==> src/rtl/mem_arbiter.sv <==
// rtl/mem_arbiter.sv - three-requester fixed-priority arbiter for the single-port system RAM
module mem_arbiter #(
  parameter int AW = 18,
  parameter int DW = 8
) (
  input  logic          F14Mx2,
  input  logic          reset,
  input  logic          vdc_req,
  input  logic          vdc_we,
  input  logic [AW-1:0] vdc_addr,
  input  logic [DW-1:0] vdc_wdata,
  output logic          vdc_ready,
  output logic          vdc_ack,
  output logic [DW-1:0] vdc_rdata,
  input  logic          dl_wr,
  input  logic [AW-1:0] dl_addr,
  input  logic [DW-1:0] dl_data,
  output logic          dl_ready,
  input  logic          er_wr,
  input  logic [AW-1:0] er_addr,
  input  logic [DW-1:0] er_data,
  output logic          er_ready,
  output logic [AW-1:0] mem_addr,
  output logic [DW-1:0] mem_din,
  output logic          mem_wren,
  input  logic [DW-1:0] mem_q,
  output logic          busy,
  output logic          ovf
);

  localparam logic [1:0] ST_IDLE  = 2'd0;
  localparam logic [1:0] ST_ISSUE = 2'd1;
  localparam logic [1:0] ST_READ  = 2'd2;

  localparam logic [1:0] OWN_VDC = 2'd0;
  localparam logic [1:0] OWN_DL  = 2'd1;
  localparam logic [1:0] OWN_ER  = 2'd2;

  logic [1:0]    state;
  logic [1:0]    owner;

  logic          vdc_full;
  logic          vdc_we_q;
  logic [AW-1:0] vdc_addr_q;
  logic [DW-1:0] vdc_data_q;

  logic          dl_full;
  logic [AW-1:0] dl_addr_q;
  logic [DW-1:0] dl_data_q;

  logic          er_full;
  logic [AW-1:0] er_addr_q;
  logic [DW-1:0] er_data_q;

  // Slot is released at the end of its ISSUE cycle; a strobe that cycle still sees full=1.
  logic          clr_vdc;
  logic          clr_dl;
  logic          clr_er;

  assign clr_vdc = (state == ST_ISSUE) && (owner == OWN_VDC);
  assign clr_dl  = (state == ST_ISSUE) && (owner == OWN_DL);
  assign clr_er  = (state == ST_ISSUE) && (owner == OWN_ER);

  assign vdc_ready = ~vdc_full;
  assign dl_ready  = ~dl_full;
  assign er_ready  = ~er_full;
  assign busy      = vdc_full | dl_full | er_full | (state != ST_IDLE);

  // VTL holding slot: capture a strobe only when empty
  always_ff @(posedge F14Mx2) begin
    if (reset) begin
      vdc_full   <= 1'b0;
      vdc_we_q   <= 1'b0;
      vdc_addr_q <= '0;
      vdc_data_q <= '0;
    end else begin
      if (clr_vdc) vdc_full <= 1'b0;
      if (vdc_req && !vdc_full) begin
        vdc_full   <= 1'b1;
        vdc_we_q   <= vdc_we;
        vdc_addr_q <= vdc_addr;
        vdc_data_q <= vdc_wdata;
      end
    end
  end

  // Downloader holding slot (write-only)
  always_ff @(posedge F14Mx2) begin
    if (reset) begin
      dl_full   <= 1'b0;
      dl_addr_q <= '0;
      dl_data_q <= '0;
    end else begin
      if (clr_dl) dl_full <= 1'b0;
      if (dl_wr && !dl_full) begin
        dl_full   <= 1'b1;
        dl_addr_q <= dl_addr;
        dl_data_q <= dl_data;
      end
    end
  end

  // Eraser holding slot (write-only)
  always_ff @(posedge F14Mx2) begin
    if (reset) begin
      er_full   <= 1'b0;
      er_addr_q <= '0;
      er_data_q <= '0;
    end else begin
      if (clr_er) er_full <= 1'b0;
      if (er_wr && !er_full) begin
        er_full   <= 1'b1;
        er_addr_q <= er_addr;
        er_data_q <= er_data;
      end
    end
  end

  // Sticky overflow: any strobe that finds its slot occupied is lost
  always_ff @(posedge F14Mx2) begin
    if (reset) begin
      ovf <= 1'b0;
    end else if ((vdc_req && vdc_full) || (dl_wr && dl_full) || (er_wr && er_full)) begin
      ovf <= 1'b1;
    end
  end

  // Access sequencer: one RAM access at a time, priority vdc > dl > er
  always_ff @(posedge F14Mx2) begin
    if (reset) begin
      state     <= ST_IDLE;
      owner     <= OWN_VDC;
      mem_addr  <= '0;
      mem_din   <= '0;
      mem_wren  <= 1'b0;
      vdc_ack   <= 1'b0;
      vdc_rdata <= '0;
    end else begin
      vdc_ack <= 1'b0;
      case (state)
        ST_IDLE: begin
          if (vdc_full) begin
            mem_addr <= vdc_addr_q;
            mem_din  <= vdc_data_q;
            mem_wren <= vdc_we_q;
            owner    <= OWN_VDC;
            state    <= ST_ISSUE;
          end else if (dl_full) begin
            mem_addr <= dl_addr_q;
            mem_din  <= dl_data_q;
            mem_wren <= 1'b1;
            owner    <= OWN_DL;
            state    <= ST_ISSUE;
          end else if (er_full) begin
            mem_addr <= er_addr_q;
            mem_din  <= er_data_q;
            mem_wren <= 1'b1;
            owner    <= OWN_ER;
            state    <= ST_ISSUE;
          end else begin
            mem_wren <= 1'b0;
          end
        end
        ST_ISSUE: begin
          // mem_wren still holds the owner's we bit, so it tells write from read here
          mem_wren <= 1'b0;
          if (mem_wren) begin
            if (owner == OWN_VDC) vdc_ack <= 1'b1;
            state <= ST_IDLE;
          end else begin
            state <= ST_READ;
          end
        end
        ST_READ: begin
          vdc_rdata <= mem_q;
          vdc_ack   <= 1'b1;
          state     <= ST_IDLE;
        end
        default: begin
          mem_wren <= 1'b0;
          state    <= ST_IDLE;
        end
      endcase
    end
  end

endmodule

==> config.mk <==
export PLATFORM = sky130hd
export DESIGN_NAME = mem_arbiter
export DESIGN_NICKNAME = d
export VERILOG_FILES = /design/src/rtl/mem_arbiter.sv
export SDC_FILE = /design/constraint.sdc
export NUM_CORES = 1
export LEC_CHECK = 0
export ABC_AREA = 0
export ABC_CLOCK_PERIOD_IN_PS = 1550
export BUFFER_PORTS_ARGS = -buffer_cell sky130_fd_sc_hd__buf_2
export CORE_ASPECT_RATIO = 0.5
export CORE_UTILIZATION = 39
export DETAILED_ROUTE_END_ITERATION = 12
export PLACE_DENSITY_LB_ADDON = 0.05
export SLEW_MARGIN = 20
export SYNTH_ARGS = -nofsm -noshare
export SYNTH_HDL_FRONTEND = slang
export SYNTH_SLANG_ARGS = --single-unit
==> constraint.sdc <==
create_clock -name F14Mx2 -period 1.55 [get_ports F14Mx2]
set_input_delay 0.155 -clock F14Mx2 [delete_from_list [all_inputs] [get_ports F14Mx2]]
set_output_delay 0.155 -clock F14Mx2 [all_outputs]
set_load 0.005 [all_outputs]
==> flow_summary_export.csv, run 1 <==
group,metric,value,unit
yosys,ys.flop_type,"dfxtp_1",
sta,setup_viol,0,
pwr,p_leak,3.157,nW
sta,fin_crit,1.466,ns
pwr,vdd_drop_max,0.6117,mV
sta,rsz0062_at_grt,"false",
min_path,hold_class,"in2reg",
clock_network,tritoncts,"built",
clock_network,numCtsBuffers,17,
clock_network,cts-root-buf,"clkbuf_16",
critical_path,path_max_fanout,8,
critical_path,crit_slowest_cell,"dfxtp_1",
grt,grt_pass1_wl,21.59,mm
layout,register_area,2467,um2
layout,area_growth,46.97,%
placed_design,dpl_cell_area,5748,um2
die,start_util,0.4093,
layout,nFillCells,1119,
critical_path,path_class,"reg2out",
sta,clock_skew,0.01485,ns
yosys,synthTopCellsByCount,"187 x nand2_1, 123 x dfxtp_1, 89 x a21oi_1",
detailed_routing,via_per_inst,4.755,
yosys,synth_cell_type_count,32,
die,fp-row-count,28,
detailed_routing,vias,4589,
die,core_area,12090,um2
yosys,synth_area,4947,um2
sta,hold_violations,0,
critical_path,path_buf_inv,2,
sta,worst_pin_slew,0.7773,ns
yosys,postSynthCellCount,579,
clock_network,htreeDepth,4,
detailed_routing,dr.pass1.iters,4,
yosys,synth_top_area_frac,0.4977,
yosys,synth-seq-cells,123,
critical_path,cp_cell_sequence,"buf_4 -> nor3_4 -> nand2_1 -> buf_2",
yosys,syn_avg_cell_area,8.544,um2
grt,first_global_vias,4491,
layout,drive_gt1_frac,0.2425,
pwr,p_per_area,1216,nW/um2
yosys,yosys_warnings,0,
sta,fin_tns_setup,0,ns
layout,multiInputGateArea,2226,um2
run,maxCapViolCount,0,
layout,final_util,0.6016,
grt,overflow,0,
critical_path,worst_ep_arrival_time,1.31,ns
yosys,syn-num-nets,674,
clock_network,cts.clk_slew.worst_paths,0.06,ns
detailed_routing,ant_nets,0,
sta,fmax,681.9,MHz
yosys,async_flop_share,0,
die,die_w,161.3,um
clock_network,worstSkewPairLatency,0.41,ns
die,die_area,13170,um2
grt,grt_max_degree,71,
yosys,synth.area.top_cells,"dfxtp_1 50%, nand2_1 14%, a21oi_1 9.0%, mux2i_1 6.9%, a32o_1 5.1%",
clock_network,clk_path_buf_depth,2,
grt,grt_antenna_before_repair,0,
critical_path,slowest_delay,0.34,ns
critical_path,worst_setup_path_start_kind,"register",
grt,grt_usage,0.2128,
critical_path,cp.required,1.39,ns
yosys,synth-edff-count,0,
status,outcome,"finished, final reports clean",
layout,diodes,0,
sta,maxSlewViolCount,0,
sta,period_share,0.9461,
die,dieHeight,81.64,um
placed_design,hpwl,8.469,mm
placed_design,gp_congestion,0.7617,
layout,finalInstanceArea,7271,um2
die,num_io_pins,133,
critical_path,cp-end-kind,"output pin",
detailed_routing,wire_per_inst,14.01,um
placed_design,port_buffers,132,
detailed_routing,remaining_drc_errors,0,
clock_network,cts.sinks,123,
sta,slew_headroom,0.4818,
yosys,synth_top_cell_by_area,"dfxtp_1",
detailed_routing,drt_iter0_markers,272,
layout,layout.nets,883,
yosys,yosysMostFrequentCell,"nand2_1",
critical_path,path_delay_family,"flip-flops",
yosys,synth_seq_area_share,0.4977,
detailed_routing,routed_wl,13.52,mm
[metal layers]
metal / GRT usage / wire length, um / share of wire / vias to the layer above
met5: 0 / 0 / 0 / -
met4: 0.07358 / 96 / 0.0071 / 0
met3: 0.05707 / 687 / 0.051 / 9
met2: 0.3707 / 6303 / 0.47 / 95
met1: 0.2581 / 6436 / 0.48 / 2136
li1: - / - / - / 2349
[cell usage in the layout, fill, tap and decap left out, types with 2 or more instances in the layout]
cell / Yosys / layout
nand2_1: 187 / 187
clkinv_2: 0 / 3
dfxtp_1: 123 / 121
buf_2: 27 / 131
inv_1: 6 / 6
nor2_1: 10 / 10
dlygate4sd3_1: 0 / 84
buf_4: 2 / 13
or2b_1: 5 / 5
bufinv_16: 0 / 2
o21ai_0: 2 / 2
nor2_4: 0 / 2
ha_1: 3 / 2
nor3b_1: 2 / 2
buf_12: 2 / 6
clkbuf_16: 0 / 17
mux2i_1: 34 / 34
and2b_1: 3 / 3
a21oi_1: 89 / 89
a211o_1: 2 / 2
clkinvlp_4: 0 / 6
nand2b_1: 27 / 27
clkbuf_8: 0 / 3
a32o_1: 25 / 25
[cell type report]
class                           count  share of cell area
Clock buffer                       20             0.06419
Clock inverter                     11             0.01652
Inverter                            7            0.003614
Multi-Input combinational cell    403              0.3061
Sequential cell                   123              0.3394
Tap cell                          165             0.02839
Timing Repair Buffer              236              0.2418
[worst min-delay path: stages]
cell and delay, ns:
buf_2 0.09, nand2_1 0.07, a21oi_1 0.06
[flip-flops by register name (all words and copies together), names as in the netlist, 2 cells and up]
register,flops
dl_addr_q,18
er_addr_q,18
mem_din,8
owner,2
state,2
vdc_rdata,8
mem_addr,18
dl_data_q,8
er_data_q,8
vdc_addr_q,18
vdc_data_q,8
[through the flow]
step | cells | hold WS, ns | power, mW | worst slack, ns
6_report | 965 | 0.01736 | 8.841 | 0.08356
3_3_place_gp | 847 | 0.3884 | 4.789 | -0.3034
4_1_cts | 964 | 0.0005685 | 8.923 | 0.01028
5_1_grt | 965 | 0.01846 | 9.266 | 0.005592
3_5_place_dp | 847 | 0.4020 | 4.799 | -0.3098
2_1_floorplan | 579 | 0.2910 | 4.355 | 0.08323
[final timing paths]
kind                            cells after the start                          to                        from  slack, ns
worst max-delay path                                4                        busy        er_full$_SDFFE_PP0P_       0.08
worst min-delay path                                3   er_data_q[4]$_SDFFE_PP0P_                  er_data[4]       0.02
worst max register to register                      6     mem_din[4]$_SDFFE_PP0P_       state[1]$_SDFFE_PP0P_       0.10
worst min register to register                      2  vdc_addr_q[0]$_SDFFE_PP0P_  vdc_addr_q[0]$_SDFFE_PP0P_       0.45
[power by group]
group | total [mW] | switching [mW] | internal, mW
logic | 1.41 | 0.691 | 0.721
registers | 3.54 | 0.138 | 3.41
clock network | 3.88 | 1.41 | 2.47
total | 8.84 | 2.24 | 6.60
[logic make-up (layout without fill, tap and decap cells)]
kind of cell	count (synthesis)	after routing	share of synthesized area
compound gates	123	123	0.1571
fa+ha+maj	3	3	0.007588
buf+inv	54	274	0.06044
flops	123	123	0.4977
mux	34	34	0.06879
simple gates	242	243	0.2084
[what timing repair did]
action                                 in CTS  in global routing
pin swaps                                   1                  0
endpoints found under the hold margin      84                  0
hold buffers                               84                  0
resized for setup                           8                  4
cloned                                      1                  1
setup buffers                               1                  0
setup endpoints to repair                  54                 28
No activity file was read; power rests on OpenSTA's default activity.
==> run 2, diff against run 1 <==
Settings changed: CTS_CLUSTER_SIZE set to 16, GPL_TIMING_DRIVEN set to 0.
==> run 2 against run 1 <==
Effect of this change:
- worst setup slack got worse by 0.041 ns
- total power rose by 2.2%
- flip-flop and latch count did not move
- register-to-register slack got worse by 0.06 ns
- critical path depth did not move
- hold slack got worse by 0.0013 ns
- count of clock-buffer cells in the layout rose by 1
- sequential power barely moved
- critical path type is now reg2reg
- critical endpoint is now mem_addr[13]$_SDFFE_PP0P_
==> flow_summary_export.csv, run 2 (same netlist as run 1, synthesis figures left out) <==
group,metric,value,unit
min_path,hold_class,"in2reg",
critical_path,cp-startpoint,"vdc_full$_SDFFE_PP0P_",
grt,overflow,0,
clock_network,cts.clk_slew.worst_paths,0.06,ns
die,die_w,161.3,um
detailed_routing,drt_iter0_markers,272,
layout,area_growth,46.89,%
placed_design,port_buffers,131,
pwr,vdd_drop_max,0.6692,mV
sta,fmax,663.3,MHz
run,maxCapViolCount,0,
pwr,p_leak,3.192,nW
critical_path,worst_ep_arrival_time,1.81,ns
grt,grt_usage,0.2188,
detailed_routing,dr.pass1.iters,4,
placed_design,post-place-ws,-0.1299,ns
sta,maxSlewViolCount,0,
die,dieHeight,81.64,um
detailed_routing,remaining_drc_errors,0,
layout,diodes,0,
placed_design,placed_cells,875,
die,fp-row-count,28,
placed_design,hpwl,10.02,mm
layout,multiInputGateArea,2208,um2
min_path,min_to,"er_addr_q[17]$_SDFFE_PP0P_",
critical_path,r2r-start,"vdc_full$_SDFFE_PP0P_",
sta,setup_viol,0,
detailed_routing,routed_wl,13.91,mm
status,outcome,"finished, final reports clean",
critical_path,rrSetupSlack,0.04,ns
layout,final_util,0.6012,
die,num_io_pins,133,
sta,fin_crit,1.508,ns
sta,worst_pin_slew,0.6427,ns
clock_network,htreeDepth,4,
critical_path,path_max_fanout,10,
sta,period_share,0.9726,
critical_path,reg2reg_depth,4,
critical_path,path_class,"reg2reg",
detailed_routing,ant_nets,0,
clock_network,worstSkewPairLatency,0.41,ns
clock_network,cts-root-buf,"clkbuf_16",
layout,layout_common_cells,"187 x nand2_1, 154 x buf_2, 121 x dfxtp_1, 89 x a21oi_1, 77 x dlygate4sd3_1",
grt,grt_max_degree,17,
sta,clock_skew,0.009253,ns
placed_design,gp_congestion,0.7606,
critical_path,cp-end-kind,"register",
layout,drive_gt1_frac,0.2573,
pwr,p_per_area,1244,nW/um2
min_path,min-delay-start,"er_addr[17]",
sta,timing.final.ws_setup,0.04248,ns
layout,register_area,2465,um2
clock_network,clk_path_buf_depth,2,
detailed_routing,vias,4713,
critical_path,rr_endpoint,"mem_addr[13]$_SDFFE_PP0P_",
layout,mostFrequentLayoutCell,"nand2_1",
die,die_area,13170,um2
clock_network,cts.sinks,123,
critical_path,worst_setup_path_start_kind,"register",
layout,nFillCells,1161,
min_path,hold_depth,3,
layout,final_cell_count_no_fill,989,
die,start_util,0.4093,
clock_network,numCtsBuffers,17,
grt,first_global_vias,4534,
grt,grt_antenna_before_repair,0,
critical_path,cp.required,1.85,ns
detailed_routing,via_per_inst,4.765,
sta,slew_headroom,0.5716,
detailed_routing,wire_per_inst,14.06,um
layout,layout.nets,906,
sta,rsz0062_at_grt,"true",
grt,grt_pass1_wl,21.78,mm
clock_network,tritoncts,"built",
sta,hold_violations,0,
die,core_area,12090,um2
## run 2: cell type report
cell class	count	share of cell area
plain buffers	46	0.03805
clock buffers	21	0.06474
clock inverters	11	0.01963
inverters	7	0.003616
multi-input cells	402	0.3039
flip-flops and latches	123	0.3392
well taps	165	0.02841
repair buffers	214	0.2025
## run 2: how the worst max path moves through the flow
| stage | to | slack (ns) | cells after the start |
|---|---|---|---|
| 2_1_floorplan | mem_din[4]$_SDFFE_PP0P_ | 0.08 | 8 |
| 5_1_grt | vdc_ready | -0.06 | 4 |
| 4_1_cts | mem_addr[16]$_SDFFE_PP0P_ | 0.007 | 8 |
| 6_report | mem_addr[13]$_SDFFE_PP0P_ | 0.04 | 4 |
| 3_3_place_gp | mem_addr[15]$_SDFFE_PP0P_ | -0.09 | 7 |
| 3_5_place_dp | mem_addr[13]$_SDFFE_PP0P_ | -0.13 | 7 |
## run 2: per-stage QoR
stage | hold WS [ns] | power [mW] | setup TNS [ns] | area, um2
6_report | 0.01610 | 9.039 | 0 | 7267
5_1_grt | 0.002345 | 9.442 | -0.3504 | 7267
4_1_cts | 0.001331 | 9.088 | 0 | 7222
3_5_place_dp | 0.3988 | 4.829 | -1.908 | 5809
3_3_place_gp | 0.3868 | 4.809 | -1.618 | 5809
2_1_floorplan | 0.2910 | 4.355 | 0 | 4947
## run 2: repair_timing
action	in CTS	in global routing
hold endpoints to repair	74	3
buffers inserted	5	1
cloned	0	0
hold buffers	74	3
gates resized for setup	8	9
setup endpoints to repair	23	27
## run 2: critical path, cell delays in order (launching register included)
cell and delay, ns:
dfxtp_1 0.30, buf_4 0.17, clkbuf_1 0.40, or2b_1 0.28, a32o_1 0.26
## run 2: report_power, final
group	total (mW)	internal (mW)	switching, mW
Clock	4.08	2.65	1.43
Combinational	1.43	0.715	0.710
Sequential	3.54	3.41	0.131
Total	9.04	6.77	2.27
## run 2: layer usage
metal  wire length (um)  up-vias  part of all wire  GRT usage
met3                559        9             0.040    0.05859
met4                 76        0            0.0055    0.06509
met2               6207       97              0.45     0.3578
li1                   -     2392                 -          -
met1               7063     2215              0.51     0.2859
met5                  0        -                 0          0
==> run 3, diff against run 2 <==
Settings changed: ABC_CLOCK_PERIOD_IN_PS 1550 to 1500.
Clock period 1.55 ns to 1.5 ns, I/O delays scaled along.
==> run 3 against run 2 <==
Effect of this change:
- flip-flop and latch count is the same
- register-to-register slack is essentially flat
- hold slack lost 0.0093 ns
- fmax grew 2.9%
- critical endpoint is now mem_din[4]$_SDFFE_PP0P_
- largest cell class unchanged
- largest power group unchanged
==> flow_summary_export.csv, run 3 (same netlist as run 1, synthesis figures left out) <==
group,metric,value,unit
detailed_routing,remaining_drc_errors,0,
detailed_routing,via_per_inst,4.756,
layout,drive_gt1_frac,0.2639,
grt,grt_pass1_wl,21.96,mm
critical_path,cp_cell_sequence,"buf_6 -> o31ai_4 -> nor2_4 -> buf_2 -> a32o_2",
clock_network,htreeDepth,4,
detailed_routing,wire_per_inst,14.18,um
critical_path,slowest_delay,0.35,ns
critical_path,worst_setup_path_start_kind,"register",
critical_path,worst_ep_arrival_time,1.77,ns
pwr,vdd_drop_max,0.7066,mV
layout,mostFrequentLayoutCell,"nand2_1",
die,fp-row-count,28,
layout,layout_common_cells,"187 x nand2_1, 150 x buf_2, 121 x dfxtp_1, 89 x a21oi_1, 79 x dlygate4sd3_1",
grt,first_global_vias,4585,
clock_network,cts.clk_slew.worst_paths,0.06,ns
sta,clock_skew,0.01229,ns
pwr,p_per_area,1278,nW/um2
detailed_routing,ant_nets,0,
pwr,p_leak,3.240,nW
grt,grt_antenna_before_repair,0,
clock_network,numCtsBuffers,17,
detailed_routing,drt_iter0_markers,222,
die,die_w,161.3,um
die,start_util,0.4093,
clock_network,worstSkewPairLatency,0.41,ns
run,maxCapViolCount,0,
critical_path,path_class,"reg2reg",
clock_network,cts-root-buf,"clkbuf_16",
grt,grt_max_degree,17,
clock_network,tritoncts,"built",
sta,rsz0062_at_grt,"true",
sta,fmax,682.5,MHz
grt,overflow,0,
min_path,hold_class,"in2reg",
detailed_routing,vias,4732,
critical_path,path_buf_inv,2,
sta,setup_viol,0,
status,outcome,"finished, final reports clean",
clock_network,clk_path_buf_depth,2,
layout,diodes,0,
placed_design,dpl_cell_area,5809,um2
sta,fin_tns_setup,0,ns
layout,finalInstanceArea,7353,um2
detailed_routing,routed_wl,14.11,mm
die,die_area,13170,um2
die,num_io_pins,133,
placed_design,gp_congestion,0.7606,
critical_path,path_delay_family,"compound AO/OA/AOI/OAI gates",
sta,maxSlewViolCount,0,
critical_path,cp.required,1.80,ns
detailed_routing,dr.pass1.iters,4,
placed_design,port_buffers,131,
sta,slew_headroom,0.5463,
placed_design,hpwl,10.02,mm
clock_network,cts.sinks,123,
sta,period_share,0.9768,
sta,fin_crit,1.465,ns
placed_design,placed_cells,875,
die,core_area,12090,um2
sta,hold_violations,0,
critical_path,path_max_fanout,10,
layout,final_cell_count_no_fill,995,
layout,layout.nets,912,
sta,worst_pin_slew,0.6805,ns
layout,area_growth,48.63,%
critical_path,crit_slowest_cell,"o31ai_4",
die,dieHeight,81.64,um
critical_path,cp-end-kind,"register",
grt,grt_usage,0.2203,
## run 3: cell types whose count changed in the layout (fill, tap and decap cells not counted), moves of 2 or more
cell,delta
buf_1,-2
buf_4,+6
buf_2,-4
clkbuf_2,+3
dlygate4sd3_1,+2
buf_6,+3
## run 3: worst reg2reg max path, stage by stage (launching register included)
cell	delay [ns]
dfxtp_1	0.31
buf_6	0.14
o31ai_4	0.35
nor2_4	0.11
buf_2	0.21
a32o_2	0.25
## run 3: repair_timing
| action | 4_1_cts | 5_1_grt |
|---|---|---|
| setup endpoints to repair | 24 | 42 |
| pin swaps | 0 | 2 |
| gates resized for setup | 15 | 17 |
| hold buffers | 76 | 3 |
| setup buffers | 9 | 1 |
| hold endpoints to repair | 76 | 3 |
## run 3: cell type report
class | count | area [um2]
buffer | 46 | 301.5
clock buffer | 21 | 470.5
clock inverter | 11 | 142.6
fill | 1157 | 4733
inverter | 7 | 31.28
multi-input combinational | 402 | 2215
sequential | 123 | 2465
tap | 165 | 206.4
timing repair buffer | 220 | 1521
## run 3: worst paths after layout
kind                                   start                    endpoint  slack [ns]  cells past startpoint
hold reg to reg   vdc_addr_q[8]$_SDFFE_PP0P_  vdc_addr_q[8]$_SDFFE_PP0P_        0.45                      2
hold / removal                   dl_addr[13]  dl_addr_q[13]$_SDFFE_PP0P_       0.007                      3
setup reg to reg        er_full$_SDFFE_PP0P_     mem_din[4]$_SDFFE_PP0P_        0.03                      5
setup / recovery        er_full$_SDFFE_PP0P_     mem_din[4]$_SDFFE_PP0P_        0.03                      5
## run 3: per-stage QoR
step                power (mW)    util  hold slack (ns)  worst slack [ns]
finish                   9.401  0.6084         0.006789           0.03475
detailed placement       4.990  0.4806           0.3938           -0.1799
CTS                      9.428  0.6026        0.0009681          -0.02100
global placement         4.969  0.4806           0.3818           -0.1420
floorplan                4.500       -           0.2860           0.03323
global route             9.815  0.6084         0.007125          -0.01854
## run 3: layer usage
layer	up-vias	track usage	wire (um)
met3	5	0.05859	658
met4	0	0.06887	46
met5	-	0	0
met2	101	0.3603	6348
met1	2220	0.2870	7051
li1	2406	-	-
## run 3: where the power goes
part	total (mW)	internal (mW)	switching [mW]
registers	3.65	3.52	0.134
clock network	4.22	2.73	1.48
logic	1.53	0.781	0.750
total	9.40	7.03	2.37
